[config.mk]
export PLATFORM = sky130hd
export DESIGN_NAME = sequence_driver
export DESIGN_NICKNAME = d
export VERILOG_FILES = /design/src/rtl/sequence_driver.sv
export SDC_FILE = /design/constraint.sdc
export NUM_CORES = 1
export LEC_CHECK = 0
export ABC_AREA = 0
export BUFFER_PORTS_ARGS = -buffer_cell sky130_fd_sc_hd__buf_2
export CAP_MARGIN = 20
export CORE_ASPECT_RATIO = 1.2
export CORE_MARGIN = 4
export CORE_UTILIZATION = 46
export CTS_CLUSTER_DIAMETER = 100
export DETAILED_ROUTE_END_ITERATION = 12
export PLACE_DENSITY = 0.84
export RECOVER_POWER = 100
export SKIP_LAST_GASP = 1
export SYNTH_ARGS = -nofsm -noshare
export SYNTH_HDL_FRONTEND = slang
export SYNTH_SLANG_ARGS = --single-unit
[constraint.sdc]
create_clock -name clk -period 2.1 [get_ports clk]
set_input_delay 0.42 -clock clk [delete_from_list [all_inputs] [get_ports clk]]
set_output_delay 0.42 -clock clk [all_outputs]
set_load 0.005 [all_outputs]
[src/rtl/sequence_driver.sv]
`default_nettype none
// ============================================================================
// Module   : sequence_driver
// Purpose  : Initiator-side load/done/clear controller for the sequence
//            generator, with valid/ready command and response interfaces.
// Revision : 1.0 - initial release
// ============================================================================
module sequence_driver #(
    parameter int TIMEOUT_CYCLES = 1024,
    parameter int LOAD_CYCLES    = 2
) (
    input  logic        clk,
    input  logic        reset_n,
    input  logic        req_valid,
    output logic        req_ready,
    input  logic        req_mode,
    input  logic [15:0] req_order,
    input  logic [63:0] req_data,
    output logic        rsp_valid,
    input  logic        rsp_ready,
    output logic [63:0] rsp_data,
    output logic [1:0]  rsp_status,
    output logic        fibonacci,
    output logic        triangle,
    output logic        load,
    output logic        clear,
    output logic [15:0] order,
    output logic [63:0] data_in,
    input  logic        done,
    input  logic [63:0] data_out,
    input  logic        overflow,
    input  logic        error,
    output logic        spurious
);

    localparam int TW = $clog2(TIMEOUT_CYCLES + 1);
    localparam int LW = $clog2(LOAD_CYCLES + 1);
    localparam logic [TW-1:0] C_TO_LAST   = TW'(TIMEOUT_CYCLES - 1);
    localparam logic [LW-1:0] C_LOAD_LAST = LW'(LOAD_CYCLES - 1);

    localparam logic [1:0] C_ST_OK       = 2'b00;
    localparam logic [1:0] C_ST_OVERFLOW = 2'b01;
    localparam logic [1:0] C_ST_ERROR    = 2'b10;
    localparam logic [1:0] C_ST_TIMEOUT  = 2'b11;

    typedef enum logic [2:0] {
        S_IDLE  = 3'd0,
        S_LOAD  = 3'd1,
        S_WAIT  = 3'd2,
        S_CLEAR = 3'd3,
        S_RESP  = 3'd4
    } state_t;

    state_t          r_state;
    state_t          w_state_next;
    logic [LW-1:0]   r_load_cnt;
    logic [TW-1:0]   r_to_cnt;
    logic            r_mode;
    logic [15:0]     r_order;
    logic [63:0]     r_data;
    logic [63:0]     r_rsp_data;
    logic [1:0]      r_rsp_status;
    logic            r_spurious;
    logic            w_to_hit;
    logic            w_drive_bus;

    assign w_to_hit = (r_to_cnt == C_TO_LAST);

    always_ff @(posedge clk) begin
        if (!reset_n) begin
            r_state <= S_IDLE;
        end else begin
            r_state <= w_state_next;
        end
    end

    always_comb begin
        w_state_next = r_state;
        case (r_state)
            S_IDLE: begin
                if (req_valid) w_state_next = S_LOAD;
            end
            S_LOAD: begin
                if (r_load_cnt == C_LOAD_LAST) w_state_next = S_WAIT;
            end
            S_WAIT: begin
                // done outranks overflow, so a simultaneous pair needs no clear
                if (done)                                w_state_next = S_RESP;
                else if (overflow || error || w_to_hit) w_state_next = S_CLEAR;
            end
            S_CLEAR: w_state_next = S_RESP;
            S_RESP: begin
                if (rsp_ready) w_state_next = S_IDLE;
            end
            default: w_state_next = S_IDLE;
        endcase
    end

    always_ff @(posedge clk) begin
        if (!reset_n) begin
            r_load_cnt   <= '0;
            r_to_cnt     <= '0;
            r_mode       <= 1'b0;
            r_order      <= '0;
            r_data       <= '0;
            r_rsp_data   <= '0;
            r_rsp_status <= C_ST_OK;
            r_spurious   <= 1'b0;
        end else begin
            case (r_state)
                S_IDLE: begin
                    if (req_valid) begin
                        r_mode     <= req_mode;
                        r_order    <= req_order;
                        r_data     <= req_data;
                        r_load_cnt <= '0;
                    end
                end
                S_LOAD: begin
                    if (r_load_cnt == C_LOAD_LAST) r_to_cnt   <= '0;
                    else                           r_load_cnt <= r_load_cnt + LW'(1);
                end
                S_WAIT: begin
                    if (done) begin
                        r_rsp_data   <= data_out;
                        r_rsp_status <= C_ST_OK;
                    end else if (overflow) begin
                        r_rsp_data   <= data_out;
                        r_rsp_status <= C_ST_OVERFLOW;
                    end else if (error) begin
                        r_rsp_data   <= '0;
                        r_rsp_status <= C_ST_ERROR;
                    end else if (w_to_hit) begin
                        r_rsp_data   <= '0;
                        r_rsp_status <= C_ST_TIMEOUT;
                    end else begin
                        r_to_cnt <= r_to_cnt + TW'(1);
                    end
                end
                default: ;
            endcase

            if ((r_state != S_WAIT) && (done || overflow || error)) r_spurious <= 1'b1;
        end
    end

    assign w_drive_bus = (r_state == S_LOAD) || (r_state == S_WAIT);

    assign req_ready  = (r_state == S_IDLE);
    assign rsp_valid  = (r_state == S_RESP);
    assign rsp_data   = r_rsp_data;
    assign rsp_status = r_rsp_status;
    assign load       = (r_state == S_LOAD);
    assign triangle   = (r_state == S_LOAD) && !r_mode;
    assign fibonacci  = (r_state == S_LOAD) && r_mode;
    assign clear      = (r_state == S_CLEAR);
    assign order      = w_drive_bus ? r_order : 16'd0;
    assign data_in    = w_drive_bus ? r_data  : 64'd0;
    assign spurious   = r_spurious;

endmodule
`default_nettype wire
==> results of run 1 <==
## report_power, final
part,internal (uW),switching [uW]
clock network,2130,1240
logic,1040,1460
registers,3480,177
total,6640,2870
## cells by family (layout without fill, tap and decap cells)
family	after synthesis	in the layout	share of synthesized area, %
buf+inv	59	363	3.85
compound gates	180	180	19.4
fa+ha+maj	2	2	0.396
mux	6	6	0.952
flops	164	164	52.0
other cells	0	1	0
simple gates	309	309	23.4
## metal layers
metal  vias up  wire length, um  global-route usage, %
met3        26             1970                   9.57
met5         -                0                      0
met1      2817             7020                   25.1
li1       3047                -                      -
met2       253             9200                   37.8
met4         0              380                   8.94
## state kept, by name (all words and copies together) (netlist names)
register / cells
spurious: 1
r_state: 3
r_mode: 1
r_data: 64
rsp_status: 2
r_to_cnt: 11
r_order: 16
rsp_data: 64
r_load_cnt: 2
## stage by stage
step           instance area [um2]  worst slack [ns]  hold WS [ns]  cells
6_report                      8830           -0.0741         0.216   1193
5_1_grt                       8830            -0.155         0.194   1193
4_1_cts                       8780            -0.108         0.192   1192
3_5_place_dp                  8070             0.117         0.442   1158
3_3_place_gp                  8070             0.121         0.437   1158
2_1_floorplan                 6310             0.230         0.432    720
## worst min path at each step
stage                         to  slack (ns)    startpoint
floorplan              r_data[0]        0.43     r_data[0]
global placement      r_data[56]        0.44    r_data[56]
detailed placement    r_data[22]        0.44    r_data[22]
CTS                 rsp_data[15]        0.19  data_out[15]
global route        rsp_data[36]        0.19  data_out[36]
finish              rsp_data[55]        0.22  data_out[55]
## worst reg2reg max path, cell delays in order (launching register included)
cell	delay, ns
sky130_fd_sc_hd__dfxtp_1	0.44
sky130_fd_sc_hd__ha_1	0.21
sky130_fd_sc_hd__inv_1	0.07
sky130_fd_sc_hd__o41ai_2	0.52
sky130_fd_sc_hd__a21oi_4	0.12
sky130_fd_sc_hd__buf_12	0.20
sky130_fd_sc_hd__a22o_1	0.26
## repair_timing
action | in CTS | in global routing
setup buffers | 1 | 0
gates resized for setup | 9 | 16
setup endpoints to repair | 81 | 80
gates cloned | 1 | 0
## cells in the mapped netlist (all sizes together) (6+ instances only)
cell type	number	area (um2)
clkbuf	41	154
nor2	16	60.1
mux2i	6	60.1
a21oi	91	459
nor2b	81	507
o21ai	7	35.0
a22o	65	569
nand2	176	661
dfxtp	164	3280
buf	12	66.3
inv	6	22.5
## area by class of cell
type / count / area share [%]
sequential: 164 / 37.2
multi-input combinational: 497 / 32.6
timing repair buffer: 325 / 20.1
clock buffer: 22 / 5.48
tap: 168 / 2.38
clock inverter: 10 / 1.93
inverter: 6 / 0.283
antenna: 1 / 0.0283
## layout by cell type (no fill, tap or decap), types with 4 or more instances in the layout
cell type,netlist,final
sky130_fd_sc_hd__o21ai_0,7,7
sky130_fd_sc_hd__nor2_1,16,14
sky130_fd_sc_hd__nor4_1,5,5
sky130_fd_sc_hd__mux2i_1,6,6
sky130_fd_sc_hd__buf_12,0,6
sky130_fd_sc_hd__a22o_1,65,65
sky130_fd_sc_hd__inv_1,5,4
sky130_fd_sc_hd__nor3_1,4,4
sky130_fd_sc_hd__nor2b_1,81,63
sky130_fd_sc_hd__bufinv_16,0,4
sky130_fd_sc_hd__nor2b_2,0,17
sky130_fd_sc_hd__clkbuf_8,0,4
sky130_fd_sc_hd__nand2_1,176,175
sky130_fd_sc_hd__buf_4,0,13
sky130_fd_sc_hd__nand3_1,5,5
sky130_fd_sc_hd__buf_2,11,304
sky130_fd_sc_hd__dfxtp_1,164,163
sky130_fd_sc_hd__clkbuf_16,0,17
sky130_fd_sc_hd__or3_1,5,5
sky130_fd_sc_hd__a21oi_1,90,90
==> summary.txt, run 1 <==
Yosys
  • Number of standard cells after synthesis: 720
  • Average size of a mapped cell: around 8.8 um2
  • Number of synthesized flops with an enable pin: 0
  • Yosys reg bits: around 160
  • Synth Cell Area: 6310 um2
  • Proportion of register bits with asynchronous set or reset after synthesis: 0%
  • Proportion of synthesized chip area in sequential cells: 52.0%
  • Syn. warnings: 0
  • Synth Flop Type: sky130_fd_sc_hd__dfxtp_1
  • Number of library cell types mapped by synthesis: 40
  • Post-synth net total: 874

Critical path
  • FF-to-FF setup slack: 0.17 ns
  • Worst path required time: 1.68 ns
  • Critical register-to-register path startpoint: r_to_cnt[1]
  • Critical setup path kind: register to output port
  • Gate family responsible for the most delay along the worst path: simple AND/OR/NAND/NOR gates
  • Endpoint class of the critical path: output port
  • Slowest Stage Delay on Critical Path: a little over 0.4 ns
  • Termination of the worst setup path: data_in[27]
  • Crit-path max FO: 32
  • Master of the slowest instance on the critical path: sky130_fd_sc_hd__or3b_4
  • Worst setup path startpoint: r_state[0]
  • Stages on the worst setup path: 6
  • Arrival @ worst endpoint: 1.75 ns
  • Worst R2R Path Depth: 6
  • Buffers and inverters on the worst path: 3
  • Ordered list of cells on the worst path: or3b_4 > inv_4 > nor2_4 > buf_12 > nor2b_1 > buf_2
  • RR Endpoint: rsp_data[21]
  • Launching element type of the critical path: register

Job
  • Max-Cap Viols: 0

Cells and area
  • Final #Nets: 1165
  • Fraction of layout cells with a size suffix above 1: 37.7%
  • Area used by multi-input combinational logic: 2880 um2
  • Post-layout util: 66.1%
  • Filler Cell Count: 1119
  • Sequential cell area: 3280 um2
  • Area added between synthesis and finish: 39.9%

STA
  • Unrepaired setup endpoints after global routing: true
  • Number of hold violations in the final report: 0
  • PnR worst setup slack: -0.0741 ns
  • Maximum clock rate: approximately 460 MHz
  • Transition time of the tightest slew-check pin: between 0.6 and 0.7 ns
  • Clock period minus worst slack: 2.17 ns
  • Final setup vio count: 80
  • Final period utilization: 104%
  • Setup TNS Final: -3.08 ns
  • Final Skew: 0.00697 ns
  • Final number of max-transition violations: 0
  • Relative max-transition margin: approximately 57%

Power
  • Leakage power: 0.00408 uW
  • Maximum vdd drop: 0.000676 V
  • PnR Total Power: 9520 uW
  • Ratio of total power to cell area: 1080 nW/um2

Hold path
  • Classification of the worst-slack hold path: input port to register
  • Hold Path Depth: 2

Clock network
  • CTS tree: yes
  • Root Buffer: sky130_fd_sc_hd__clkbuf_16
  • Later-pin clock latency in the skew report: roughly 0.42 ns
  • Number of buffers inserted by hold repair at cts: 0
  • Post-CTS clock slew at the launch and capture registers of the worst setup and hold paths: 0.06 ns
  • Deepest clock path buffer count: 2
  • CTS buffer count: 17
  • CTS sink count: 164
  • CTS H-tree lvls: 4

Route
  • Total Routed Length: 18600 um
  • Detailed-route DRC error count: 0
  • Average wire per cell in the routed design: 15.6 um
  • Detailed Routing Iterations Pass 1: 4
  • Antenna Nets Post-Route: 0
  • Detailed Route Iter0 Violations: 344
  • Vias: 6143
  • Post-detailed-route via-to-cell ratio: 5.15

Global route
  • Pin count of the biggest net entering global routing: 65
  • Wire length of the first global-routing pass: around 28000 um
  • Antenna violations before repair: 1
  • GRT Util Overall: 22.5%
  • Sum of overflow across all layers after global routing: 0
  • Vias in the first global route: between 5000 and 6000

Die
  • Top Ports: 305
  • Placeable Area: between 10000 and 15000 um2
  • Floorplan die area: around 16000 um2
  • Die Span X: 115 um
  • Num rows: 46
  • Vert. Die Dim: 136 um
  • Starting utilization of the core area: 47.3%

Outcome
  • Status: finished, violations left
  • Failing checks: negative setup slack

Placement
  • Detailed-placement wirelength estimate: 12900 um
  • IO buf count: 304
  • Weighted congestion at the end of routability-driven global placement: 0.900
(Power assumes the default switching activity.)
==> inputs of run 2 (changes only) <==
Settings changed: CELL_PAD_IN_SITES_DETAIL_PLACEMENT set to 0, CELL_PAD_IN_SITES_GLOBAL_PLACEMENT set to 1, CORE_UTILIZATION 46 to 33.
==> summary.txt, run 2 (synthesis gave the netlist of run 1 again) <==
STA
  • Transition time of the tightest slew-check pin: 0.609 ns
  • Number of hold violations in the final report: 0
  • Final number of max-transition violations: 0
  • Clock period minus worst slack: 2.18 ns
  • Maximum clock rate: 459 MHz
  • PnR worst setup slack: -0.0782 ns
  • Unrepaired setup endpoints after global routing: true
  • Final period utilization: 104%
  • Final Skew: roughly 0.013 ns
  • Relative max-transition margin: approximately three fifths
  • Final setup vio count: 70

Route
  • Total Routed Length: around 19000 um
  • Antenna Nets Post-Route: 0
  • Detailed Routing Iterations Pass 1: 4
  • Average wire per cell in the routed design: 14.8 um
  • Detailed Route Iter0 Violations: 273
  • Vias: 6041
  • Detailed-route DRC error count: 0
  • Post-detailed-route via-to-cell ratio: 4.69

Cells and area
  • Area of all placed cells without fillers: 8840 um2
  • Final #Nets: 1173
  • Final std cells w/o fill: 1289
  • Fraction of layout cells with a size suffix above 1: 32.8%
  • Most common cell after layout, fill and taps aside: sky130_fd_sc_hd__buf_2
  • Commonest cells after routing, fill and taps aside: sky130_fd_sc_hd__buf_2 (255), sky130_fd_sc_hd__nand2_1 (175), sky130_fd_sc_hd__dfxtp_1 (163), sky130_fd_sc_hd__a21oi_1 (90), sky130_fd_sc_hd__nor2b_1 (69)
  • Area added between synthesis and finish: 40.1%
  • Post-layout util: 46.9%

Clock network
  • Deepest clock path buffer count: 2
  • Later-pin clock latency in the skew report: 0.42 ns
  • Post-CTS clock slew at the launch and capture registers of the worst setup and hold paths: 0.08 ns
  • Number of buffers inserted by hold repair at cts: 0
  • CTS buffer count: 17
  • Root Buffer: sky130_fd_sc_hd__clkbuf_16
  • CTS sink count: 164
  • CTS tree: yes
  • CTS H-tree lvls: 4

Critical path
  • Gate family responsible for the most delay along the worst path: simple AND/OR/NAND/NOR gates
  • Worst path required time: around 1.7 ns
  • Termination of the worst setup path: data_in[40]
  • Critical register-to-register path startpoint: r_state[1]
  • Arrival @ worst endpoint: 1.76 ns
  • Ordered list of cells on the worst path: or3b_4 > inv_4 > nor2_4 > buf_12 > nor2b_1 > buf_2
  • Worst setup path startpoint: r_state[2]
  • Master of the slowest instance on the critical path: sky130_fd_sc_hd__or3b_4
  • Buffers and inverters on the worst path: 3
  • Stages on the worst setup path: 6
  • Critical setup path kind: register to output port
  • Worst R2R Path Depth: 7
  • Slowest Stage Delay on Critical Path: about 0.43 ns
  • Launching element type of the critical path: register
  • Endpoint class of the critical path: output port
  • RR Endpoint: r_to_cnt[7]
  • FF-to-FF setup slack: 0.10 ns
  • Crit-path max FO: 24

Power
  • Fraction of power consumed by the clock network: 33.0%
  • Maximum vdd drop: approximately 0.0007 V
  • Switching part of the total: about a third
  • Leakage power: 0.00388 uW
  • PnR Total Power: around 9100 uW
  • Net Switching: 3040 uW
  • Total internal power: a little over 6000 uW
  • Ratio of total power to cell area: a little over 1000 nW/um2
  • Sequential cell fraction of total power: between 40% and 50%
  • Part of the total power dissipated in combinational logic: 27.0%

Die
  • Num rows: 55
  • Vert. Die Dim: 159 um
  • Die Span X: 134 um
  • Floorplan die area: approximately 21000 um2
  • Top Ports: 305
  • Starting utilization of the core area: 33.5%
  • Placeable Area: 18900 um2

Placement
  • Instance count after placement with tap cells included: between 1000 and 1500
  • Weighted congestion at the end of routability-driven global placement: ~0.8
  • Detailed-placement wirelength estimate: roughly 13000 um
  • IO buf count: 304
  • Instance area at placement: 8220 um2

Global route
  • Antenna violations before repair: 1
  • Pin count of the biggest net entering global routing: 83
  • Sum of overflow across all layers after global routing: 0
  • Wire length of the first global-routing pass: approximately 30000 um
  • Vias in the first global route: ~5700
  • GRT Util Overall: 16.9%

Outcome
  • Failing checks: negative setup slack
  • Status: finished, violations left

Hold path
  • Classification of the worst-slack hold path: input port to register

Job
  • Max-Cap Viols: 0
run 2: worst min-delay path by stage:
| stage | slack [ns] | depth (start not counted) | end | start |
|---|---|---|---|---|
| final | 0.21 | 2 | rsp_data[54] | data_out[54] |
| after global routing | 0.18 | 2 | rsp_data[43] | data_out[43] |
| after CTS | 0.19 | 2 | rsp_data[51] | data_out[51] |
| after detailed placement | 0.44 | 2 | r_data[5] | r_data[5] |
| after global placement | 0.44 | 2 | r_data[39] | r_data[39] |
| after floorplan | 0.43 | 2 | r_data[0] | r_data[0] |
run 2: final cells by class:
| type | instances | area, um2 |
|---|---|---|
| clock buffer | 17 | 425 |
| antenna | 1 | 2.50 |
| inverter | 6 | 25.0 |
| fill | 1936 | 10000 |
| tap | 256 | 320 |
| multi-input combinational | 497 | 2850 |
| sequential | 164 | 3280 |
| clock inverter | 15 | 160 |
| timing repair buffer | 333 | 1770 |
run 2: power by group through the flow:
stage	Combinational (uW)	Clock (uW)	Sequential (uW)
2_1_floorplan	1350	0	3700
3_3_place_gp	2300	0	3720
3_5_place_dp	2320	0	3720
4_1_cts	2480	3110	3650
5_1_grt	2750	3260	3700
6_report	2460	3020	3650
run 2: repair_timing:
item | 4_1_cts | 5_1_grt
endpoints found under the setup margin | 81 | 83
pin swaps | 0 | 1
resized for setup | 10 | 11
cloned | 1 | 1
setup buffers | 3 | 0
run 2: per-stage QoR:
stage | setup TNS, ns | setup slack, ns | hold slack (ns)
finish | -1.90 | -0.0782 | 0.207
global route | -9.74 | -0.148 | 0.183
CTS | -5.04 | -0.0943 | 0.185
detailed placement | 0 | 0.144 | 0.442
global placement | 0 | 0.170 | 0.437
floorplan | 0 | 0.230 | 0.432
run 2: layer usage:
layer	track usage, %	vias up	share of wire [%]
li1	-	3056	-
met1	20.5	2740	43
met2	28.6	220	48
met3	4.01	25	6.3
met4	6.99	0	2.5
met5	0	-	0
